`config.mk`:
```
export PLATFORM = sky130hd
export DESIGN_NAME = pipe_mem_responder
export DESIGN_NICKNAME = d
export VERILOG_FILES = /design/src/rtl/cpu_types_pkg.sv /design/src/rtl/my_types_pkg.sv /design/src/rtl/pipe_mem_responder.sv
export SDC_FILE = /design/constraint.sdc
export NUM_CORES = 1
export LEC_CHECK = 0
export ABC_AREA = 1
export CAP_MARGIN = 0
export CORE_ASPECT_RATIO = 1.1
export CORE_MARGIN = 2
export CORE_UTILIZATION = 25
export DETAILED_ROUTE_END_ITERATION = 12
export GPL_TIMING_DRIVEN = 1
export PLACE_DENSITY = 0.66
export SETUP_SLACK_MARGIN = 0.3
export SYNTH_ARGS = -nofsm -noshare
export SYNTH_HDL_FRONTEND = slang
export SYNTH_SLANG_ARGS = --single-unit
```
`constraint.sdc`:
```
create_clock -name CLK -period 1.8 [get_ports CLK]
set_clock_uncertainty 0.2 [all_clocks]
set_input_delay 0.54 -clock CLK [delete_from_list [all_inputs] [get_ports CLK]]
set_output_delay 0.54 -clock CLK [all_outputs]
set_load 0.05 [all_outputs]
```
`src/rtl/cpu_types_pkg.sv`:
```
// Shared CPU-wide types: the machine word and the RAM handshake status.
package cpu_types_pkg;

  typedef logic [31:0] word_t;

  typedef enum logic [1:0] {
    FREE   = 2'b00,
    BUSY   = 2'b01,
    ACCESS = 2'b10,
    ERROR  = 2'b11
  } ramstate_t;

endpackage

```
`src/rtl/my_types_pkg.sv`:
```
// Types local to the memory-responder slice of the pipeline.
package my_types_pkg;
  import cpu_types_pkg::*;

  // Arbiter states: idle, data port granted, instruction port granted,
  // and a one-cycle bus turnaround after every completed access.
  typedef enum logic [1:0] {
    IDLE,
    DGRANT,
    IGRANT,
    TURN
  } resp_state_t;

endpackage

```
`src/rtl/pipe_mem_responder.sv`:
```
// pipe_mem_responder
//   Arbitrates the pipeline's instruction-fetch and data ports onto a
//   single RAM. Data requests have priority unless the fetch has been
//   passed over STARVE_MAX times in a row. Every completed access is
//   followed by one turnaround cycle with the RAM bus idle.
//
// Ports
//   CLK, RST                    clock, synchronous active-high reset
//   imemREN, imemaddr           fetch request (held until ihit) / address
//   ihit, imemload              fetch completion pulse / registered data
//   dmemREN, dmemWEN            load / store request
//   dmemaddr, dmemstore         data address / store data
//   dhit, dmemload              data completion pulse / registered load data
//   ramREN, ramWEN              RAM read / write strobes
//   ramaddr, ramstore, ramload  RAM address / write data / read data
//   ramstate                    RAM status (FREE, BUSY, ACCESS, ERROR)
module pipe_mem_responder
  import cpu_types_pkg::*;
  import my_types_pkg::*;
#(
  parameter int unsigned STARVE_MAX = 4
) (
  input  logic      CLK,
  input  logic      RST,
  input  logic      imemREN,
  input  word_t     imemaddr,
  output logic      ihit,
  output word_t     imemload,
  input  logic      dmemREN,
  input  logic      dmemWEN,
  input  word_t     dmemaddr,
  input  word_t     dmemstore,
  output logic      dhit,
  output word_t     dmemload,
  output logic      ramREN,
  output logic      ramWEN,
  output word_t     ramaddr,
  output word_t     ramstore,
  input  word_t     ramload,
  input  ramstate_t ramstate
);

  localparam int unsigned CW = (STARVE_MAX < 1) ? 1 : $clog2(STARVE_MAX + 1);
  localparam logic [CW-1:0] STARVE_LIM = CW'(STARVE_MAX);

  resp_state_t   state, stateNext;
  logic [CW-1:0] starveCnt, starveNext;
  logic          ihitNext, dhitNext;
  word_t         imemloadNext, dmemloadNext;
  logic          dReq;
  logic          starved;

  always_ff @(posedge CLK) begin
    if (RST) begin
      state     <= IDLE;
      starveCnt <= '0;
      ihit      <= 1'b0;
      dhit      <= 1'b0;
      imemload  <= '0;
      dmemload  <= '0;
    end else begin
      state     <= stateNext;
      starveCnt <= starveNext;
      ihit      <= ihitNext;
      dhit      <= dhitNext;
      imemload  <= imemloadNext;
      dmemload  <= dmemloadNext;
    end
  end

  always_comb begin
    stateNext    = state;
    starveNext   = starveCnt;
    ihitNext     = 1'b0;
    dhitNext     = 1'b0;
    imemloadNext = imemload;
    dmemloadNext = dmemload;
    ramREN       = 1'b0;
    ramWEN       = 1'b0;
    ramaddr      = '0;
    ramstore     = '0;
    dReq         = dmemREN | dmemWEN;
    starved      = imemREN && (starveCnt == STARVE_LIM);

    case (state)
      IDLE: begin
        if (dReq && !starved) begin
          stateNext = DGRANT;
          // Count data grants taken while a fetch is waiting; saturates.
          if (imemREN && (starveCnt != STARVE_LIM))
            starveNext = starveCnt + CW'(1);
        end else if (imemREN) begin
          stateNext  = IGRANT;
          starveNext = '0;
        end
      end

      DGRANT: begin
        ramaddr  = dmemaddr;
        ramstore = dmemstore;
        ramWEN   = dmemWEN;
        ramREN   = dmemREN & ~dmemWEN;
        // A withdrawn request is abandoned even if the RAM completes.
        if (!dReq) begin
          stateNext = IDLE;
        end else if (ramstate == ACCESS) begin
          dhitNext  = 1'b1;
          stateNext = TURN;
          if (!dmemWEN)
            dmemloadNext = ramload;
        end
      end

      IGRANT: begin
        ramaddr = imemaddr;
        ramREN  = 1'b1;
        if (!imemREN) begin
          stateNext = IDLE;
        end else if (ramstate == ACCESS) begin
          ihitNext     = 1'b1;
          imemloadNext = ramload;
          stateNext    = TURN;
        end
      end

      TURN:    stateNext = IDLE;
      default: stateNext = IDLE;
    endcase
  end

endmodule

```
==> results of run 1 <==
[flip-flops by register name (all words and copies together), names as in the netlist]
register,count
state,2
imemload,32
ihit,1
starveCnt,3
dhit,1
dmemload,32
[path summary, 6_finish.rpt]
path / start / to / slack [ps] / cells past startpoint
max reg2reg: state[0]$_SDFFE_PP0P_ / imemload[19]$_SDFFE_PP0P_ / -150 / 11
min: starveCnt[0]$_SDFFE_PP0P_ / starveCnt[0]$_SDFFE_PP0P_ / 290 / 2
max: state[0]$_SDFFE_PP0P_ / ramaddr[15] / -560 / 6
min reg2reg: starveCnt[0]$_SDFFE_PP0P_ / starveCnt[0]$_SDFFE_PP0P_ / 290 / 2
[repair_timing]
action | CTS | global route
endpoints found under the setup margin | 203 | 203
setup buffers | 15 | 11
resized for setup | 182 | 68
pin swaps | 15 | 4
gates cloned | 6 | 3
[power breakdown]
group          internal [uW]  total, uW  switching (uW)  leakage (uW)
logic                   1090       2240            1150       0.00310
clock network           1010       1680             673      0.000139
registers               1600       1630            33.4      0.000610
total                   3700       5560            1860       0.00384
[synth_stat cells, drive strengths merged]
library cell | count | area (um2)
a21oi | 37 | 185
inv | 48 | 180
o21ai | 65 | 325
clkbuf | 12 | 48.8
nand2 | 112 | 425
xor2 | 1 | 8.76
nor2 | 134 | 518
ha | 5 | 62.6
nand3 | 10 | 55.1
dfxtp | 71 | 1420
a211oi | 1 | 7.51
buf | 21 | 131
[per-stage QoR]
stage               cells  power (uW)  setup slack [ps]  util, %  hold slack (ps)
global placement      948        3650              -476     64.3              263
CTS                   985        5430              -554     72.0              289
finish                999        5560              -562     74.9              288
detailed placement    948        3680              -503     64.3              282
global route          999        5740              -613     74.9              315
floorplan             517        2660              -211        -              253
[layer usage]
metal | vias up | part of all wire, % | track usage (%)
li1 | 2239 | - | -
met1 | 2238 | 34 | 24.8
met2 | 223 | 53 | 45.0
met3 | 38 | 11 | 10.8
met4 | 0 | 3.3 | 8.08
met5 | - | 0 | 0
[critical path, delay by kind of cell (launching register included)]
| kind | cells | cell delay [ps] |
|---|---|---|
| flops | 1 | 370 |
| fa+ha+maj | 1 | 210 |
| buf+inv | 3 | 430 |
| compound gates | 1 | 190 |
| simple gates | 1 | 100 |
[kinds of logic (layout without fill, tap and decap cells)]
kind of cell | Yosys count | after routing | share of synthesized area (%)
and+or+nand+nor | 256 | 256 | 29.6
adders and majority gates | 5 | 5 | 1.86
DFF | 71 | 71 | 42.2
buffers and inverters | 81 | 402 | 10.7
xor gates and xnor gates | 1 | 1 | 0.260
AOI/OAI and AO/OA | 103 | 103 | 15.4
[final cells by class]
type,count,area (um2),area share (%)
Inverter,48,332,3.36
Multi-Input combinational cell,365,2540,25.7
Sequential cell,71,1520,15.5
Timing Repair Buffer,338,4980,50.5
Clock inverter,4,30.0,0.305
Tap cell,161,201,2.04
Clock buffer,12,256,2.60
==> metrics.md, run 1 <==
| Metric | Value |
|---|---|
| Status | `finished with violations` |
| Failing checks | `setup timing` |
| Antenna violations before repair | `0` |
| CORE AREA | `around 13,000 um2` |
| Drt wl/cell | `approximately 19 um` |
| Final Max Slew Viols | `0` |
| Overflow after GRT | `0` |
| Antenna-violating nets left | `0` |
| Sink Count | `71` |
| Io pins | `~270` |
| Sequential share of the synthesized area | `42.2%` |
| Post-CTS Hold Buffers | `0` |
| Final cycle utilization of the critical path | `131%` |
| Post-place instance area | `8460 um2` |
| Synth Warn # | `0` |
| Worst path cell trace | `inv_4 > ha_4 > clkbuf_16 > nand2_1 > a21oi_4 > buf_12` |
| Design area | `around 9900 um2` |
| Diodes inserted | `0` |
| Unique masters post-synth | `20` |
| Post-layout worst setup margin | `-562 ps` |
| Pwr Density | `between 500 and 600 nW/um2` |
| RSZ-0062 raised after global routing | `yes` |
| Nets@finish | `about 1,000` |
| Area delta synth->final | `193%` |
| Initial Util | `between 20% and 30%` |
| Final Hold Viols | `0` |
| Final setup vio count | `around 120` |
| Commonest non-fill, non-tap cell in the layout | `buf_12` |
| Pin count of the biggest net entering global routing | `37` |
| CP endpoint kind | `output port` |
| Critical Path AT | `1620 ps` |
| Filler cells | `roughly 840` |
| Crit-path max FO | `11` |
| Worst slew pin tran | `between 200 and 300 ps` |
| First-pass DRT Iterations | `4` |
| MaxCap Viol Count | `0` |
| Syn_nets | `between 600 and 700` |
| DR DRC count | `0` |
| Synth Register Bits | `between 70 and 80` |
| WP data required | `about 1100 ps` |
| Syn avg cell area | `about 6.5 um2` |
| DR iter-0 viols | `170` |
| Worst-skew pair later-pin latency | `~330 ps` |
| Placer congestion estimate | `0.867` |
| Hold WC Path Type | `flip-flop to flip-flop` |
| First-pass GRT wire length | `~27 mm` |
| Crit path largest cell delay | `about 370 ps` |
| PortBufs | `266` |
| Chip height | `around 130 um` |
| Post-Route WL | `between 15 and 20 mm` |
| # rows | `44` |
| Clock slew at reported path FFs | `about 60 ps` |
| Global-route usage over all layers | `between 20 and 25%` |
| Post-route setup TNS | `-36,030 ps` |
| Total clock buffers created by CTS | `9` |
| Startpoint types | `flip-flop` |
| Leak | `roughly 0.0038 uW` |
| Vias in the first global route | `a little under 5,000` |
| Final min period | `~2400 ps` |
| Critical path class | `flip-flop to output port` |
| DR vias/cell | `4.74` |
| Max Clk Rate | `423 MHz` |
| Post-synthesis cell count | `around 520` |
| Max IR drop VDD | `555 uV` |
| Die area | `14,400 um2` |
| DP HPWL | `about 14 mm` |
| Synthesized area | `between 3000 and 4000 um2` |
| H-tree depth | `3` |
| Width of the die | `115 um` |
| Max_slew headroom | `between 80% and 90%` |
| CTS tree | `built` |
| DR vias | `between 4,000 and 5,000` |
| Share of cells above drive strength 1 | `a little under three fifths` |
| Root buf cell | `clkbuf_16` |
| Worst path slowest cell | `dfxtp_4` |
| Max clock buf depth | `2` |
| Most frequent cells in the layout | `146 x buf_12, 130 x clkdlybuf4s50_1, 90 x nor2_1` |
No activity file was read; power rests on OpenSTA's default activity.
==> run 2, diff against run 1 <==
clock period = 2 ns   (was 1.8 ns; I/O delays follow)
==> run 2 against run 1 <==
  * The flow still finishes with violations (setup timing)
  * Hold slack better by 21 ps
  * Sequential share of layout area is 0.88 points lower
  * Utilization increased by 1.9 points
  * Design area grew 2.5%
  * Flip-flop and latch count unchanged
  * Critical path depth stayed put
  * Largest cell class unchanged
==> metrics.md, run 2 (synthesized netlist as in run 1, its figures left out) <==
| Metric | Value |
|---|---|
| Util after Layout | `76.8% (+1.9 points)` |
| DR DRC count | `0 (unchanged)` |
| RSZ-0062 raised after global routing | `yes` |
| Chip height | `126 um (unchanged)` |
| DP HPWL | `13.2 mm (-2.2%)` |
| Max clock buf depth | `2 (unchanged)` |
| Diodes inserted | `0 (unchanged)` |
| Crit-path max FO | `8 (-3)` |
| First-pass GRT wire length | `28.3 mm (+3.5%)` |
| Antenna violations before repair | `0 (unchanged)` |
| Startpoint types | `flip-flop` |
| Global-route usage over all layers | `25.5% (+0.93 points)` |
| Filler cells | `814 (-3.4%)` |
| MaxCap Viol Count | `0 (unchanged)` |
| Worst-skew pair later-pin latency | `330 ps (about the same)` |
| First-pass DRT Iterations | `5 (+1)` |
| Pin count of the biggest net entering global routing | `51 (+38%)` |
| Critical Path AT | `1630 ps (about the same)` |
| Sink Count | `71 (unchanged)` |
| Critical path class | `flip-flop to output port` |
| H-tree depth | `3 (unchanged)` |
| Top Registers | `dmemload: 32 flops, imemload: 32 flops, starveCnt: 3 flops` |
| CORE AREA | `13,200 um2 (unchanged)` |
| Worst setup startpoint | `state[1]$_SDFFE_PP0P_` |
| Total clock buffers created by CTS | `9 (unchanged)` |
| Width of the die | `115 um (unchanged)` |
| Pwr Density | `504 nW/um2 (-11%)` |
| CP endpoint kind | `output port` |
| Post-layout worst setup margin | `-427 ps (+135 ps)` |
| DR vias | `4,773 (+0.74%)` |
| Io pins | `267 (unchanged)` |
| Status | `finished with violations` |
| Most frequent cells in the layout | `152 x buf_12, 128 x clkdlybuf4s50_1, 90 x nor2_1` |
| Final Max Slew Viols | `0 (unchanged)` |
| Die area | `14,400 um2 (unchanged)` |
| PortBufs | `266 (unchanged)` |
| Max IR drop VDD | `576 uV (+3.8%)` |
| Reg2reg start | `state[1]$_SDFFE_PP0P_` |
| Final setup vio count | `123 (+1.7%)` |
| Final cycle utilization of the critical path | `121%` |
| Drt wl/cell | `19.9 um (+4.7%)` |
| DR vias/cell | `4.79 (+1.0%)` |
| Overflow after GRT | `0 (unchanged)` |
| Commonest non-fill, non-tap cell in the layout | `buf_12` |
| Failing checks | `setup timing` |
| Vias in the first global route | `5,056 (+2.9%)` |
| Worst slew pin tran | `371 ps (+94.6 ps)` |
| HP Start | `starveCnt[0]$_SDFFE_PP0P_` |
| # rows | `44 (unchanged)` |
| Max Clk Rate | `412 MHz` |
| Hold WC Path Type | `flip-flop to flip-flop` |
| Post-Route WL | `19.8 mm (+4.4%)` |
| WP data required | `1200 ps (+140 ps)` |
| Nets@finish | `970 (-0.31%)` |
| Initial Util | `25.6% (unchanged)` |
| Root buf cell | `clkbuf_16` |
| Post-CTS Hold Buffers | `0 (unchanged)` |
| CTS tree | `built` |
| Clock slew at reported path FFs | `50 ps (about the same)` |
| Max_slew headroom | `75.3% (-6.2 points)` |
| DR iter-0 viols | `206 (+21%)` |
| Power, Total | `5090 uW (-8.4%)` |
| Antenna-violating nets left | `0 (unchanged)` |
| Share of cells above drive strength 1 | `56.4% (about the same)` |
| Final min period | `between 2000 and 2500 ps` |
| Leak | `0.00385 uW (about the same)` |
| Placer congestion estimate | `0.835 (-3.7%)` |
| Area delta synth->final | `200%` |
| Final Hold Viols | `0 (unchanged)` |
run 2: cell count changes in the layout (fill, tap and decap cells not counted), sizes merged:
cell,delta
inv,+2
buf,-1
clkinv,+1
clkdlybuf4s15,+1
clkinvlp,-2
dlymetal6s2s,+1
bufinv,+1
clkdlybuf4s50,-2
clkbuf,-4
run 2: repair_timing:
action | 4_1_cts | 5_1_grt
gates cloned | 11 | 1
buffers inserted | 14 | 6
endpoints found under the setup margin | 125 | 165
gates resized for setup | 156 | 121
pin swaps | 17 | 36
hold endpoints to repair | 0 | 0
run 2: routing by layer:
layer	wire length, um	GRT usage [%]
met1	6530	25.6
met2	10900	47.3
met3	1860	9.87
met4	523	9.28
met5	0	0
run 2: where the power goes:
group | switching [uW] | internal, uW
Clock | 623 | 961
Sequential | 33.4 | 1440
Combinational | 1040 | 987
run 2: stage by stage:
stage / area [um2] / TNS (ps) / instances / hold slack [ps] / setup slack [ps]
final: 10100 / -31960 / 996 / 309 / -427
after global routing: 10100 / -41740 / 996 / 328 / -490
after CTS: 9650 / -29820 / 989 / 308 / -451
after detailed placement: 8520 / -26200 / 948 / 301 / -388
after global placement: 8520 / -23290 / 948 / 263 / -401
after floorplan: 4160 / -2010 / 517 / 253 / -70.6
run 2: path summary, 6_finish.rpt:
kind                                    end  slack [ps]  cells after the start
hold / removal    starveCnt[0]$_SDFFE_PP0P_         310                      2
hold reg to reg   starveCnt[0]$_SDFFE_PP0P_         310                      2
setup / recovery                 ramaddr[6]        -430                      6
setup reg to reg   dmemload[0]$_SDFFE_PP0P_        -300                     13
run 2: area by class of cell:
class	instances	area (um2)	share of cell area, %
Clock inverter	6	60.1	0.594
Tap cell	161	201	1.99
Clock buffer	10	229	2.27
Inverter	48	330	3.27
Sequential cell	71	1470	14.6
Timing Repair Buffer	335	5070	50.1
Multi-Input combinational cell	365	2740	27.2
run 2: worst max-delay path: stages (launching register included):
cell	delay (ps)
dfxtp_4	360
inv_4	80
ha_4	240
buf_12	180
nand2_4	60
a21oi_4	200
buf_12	170
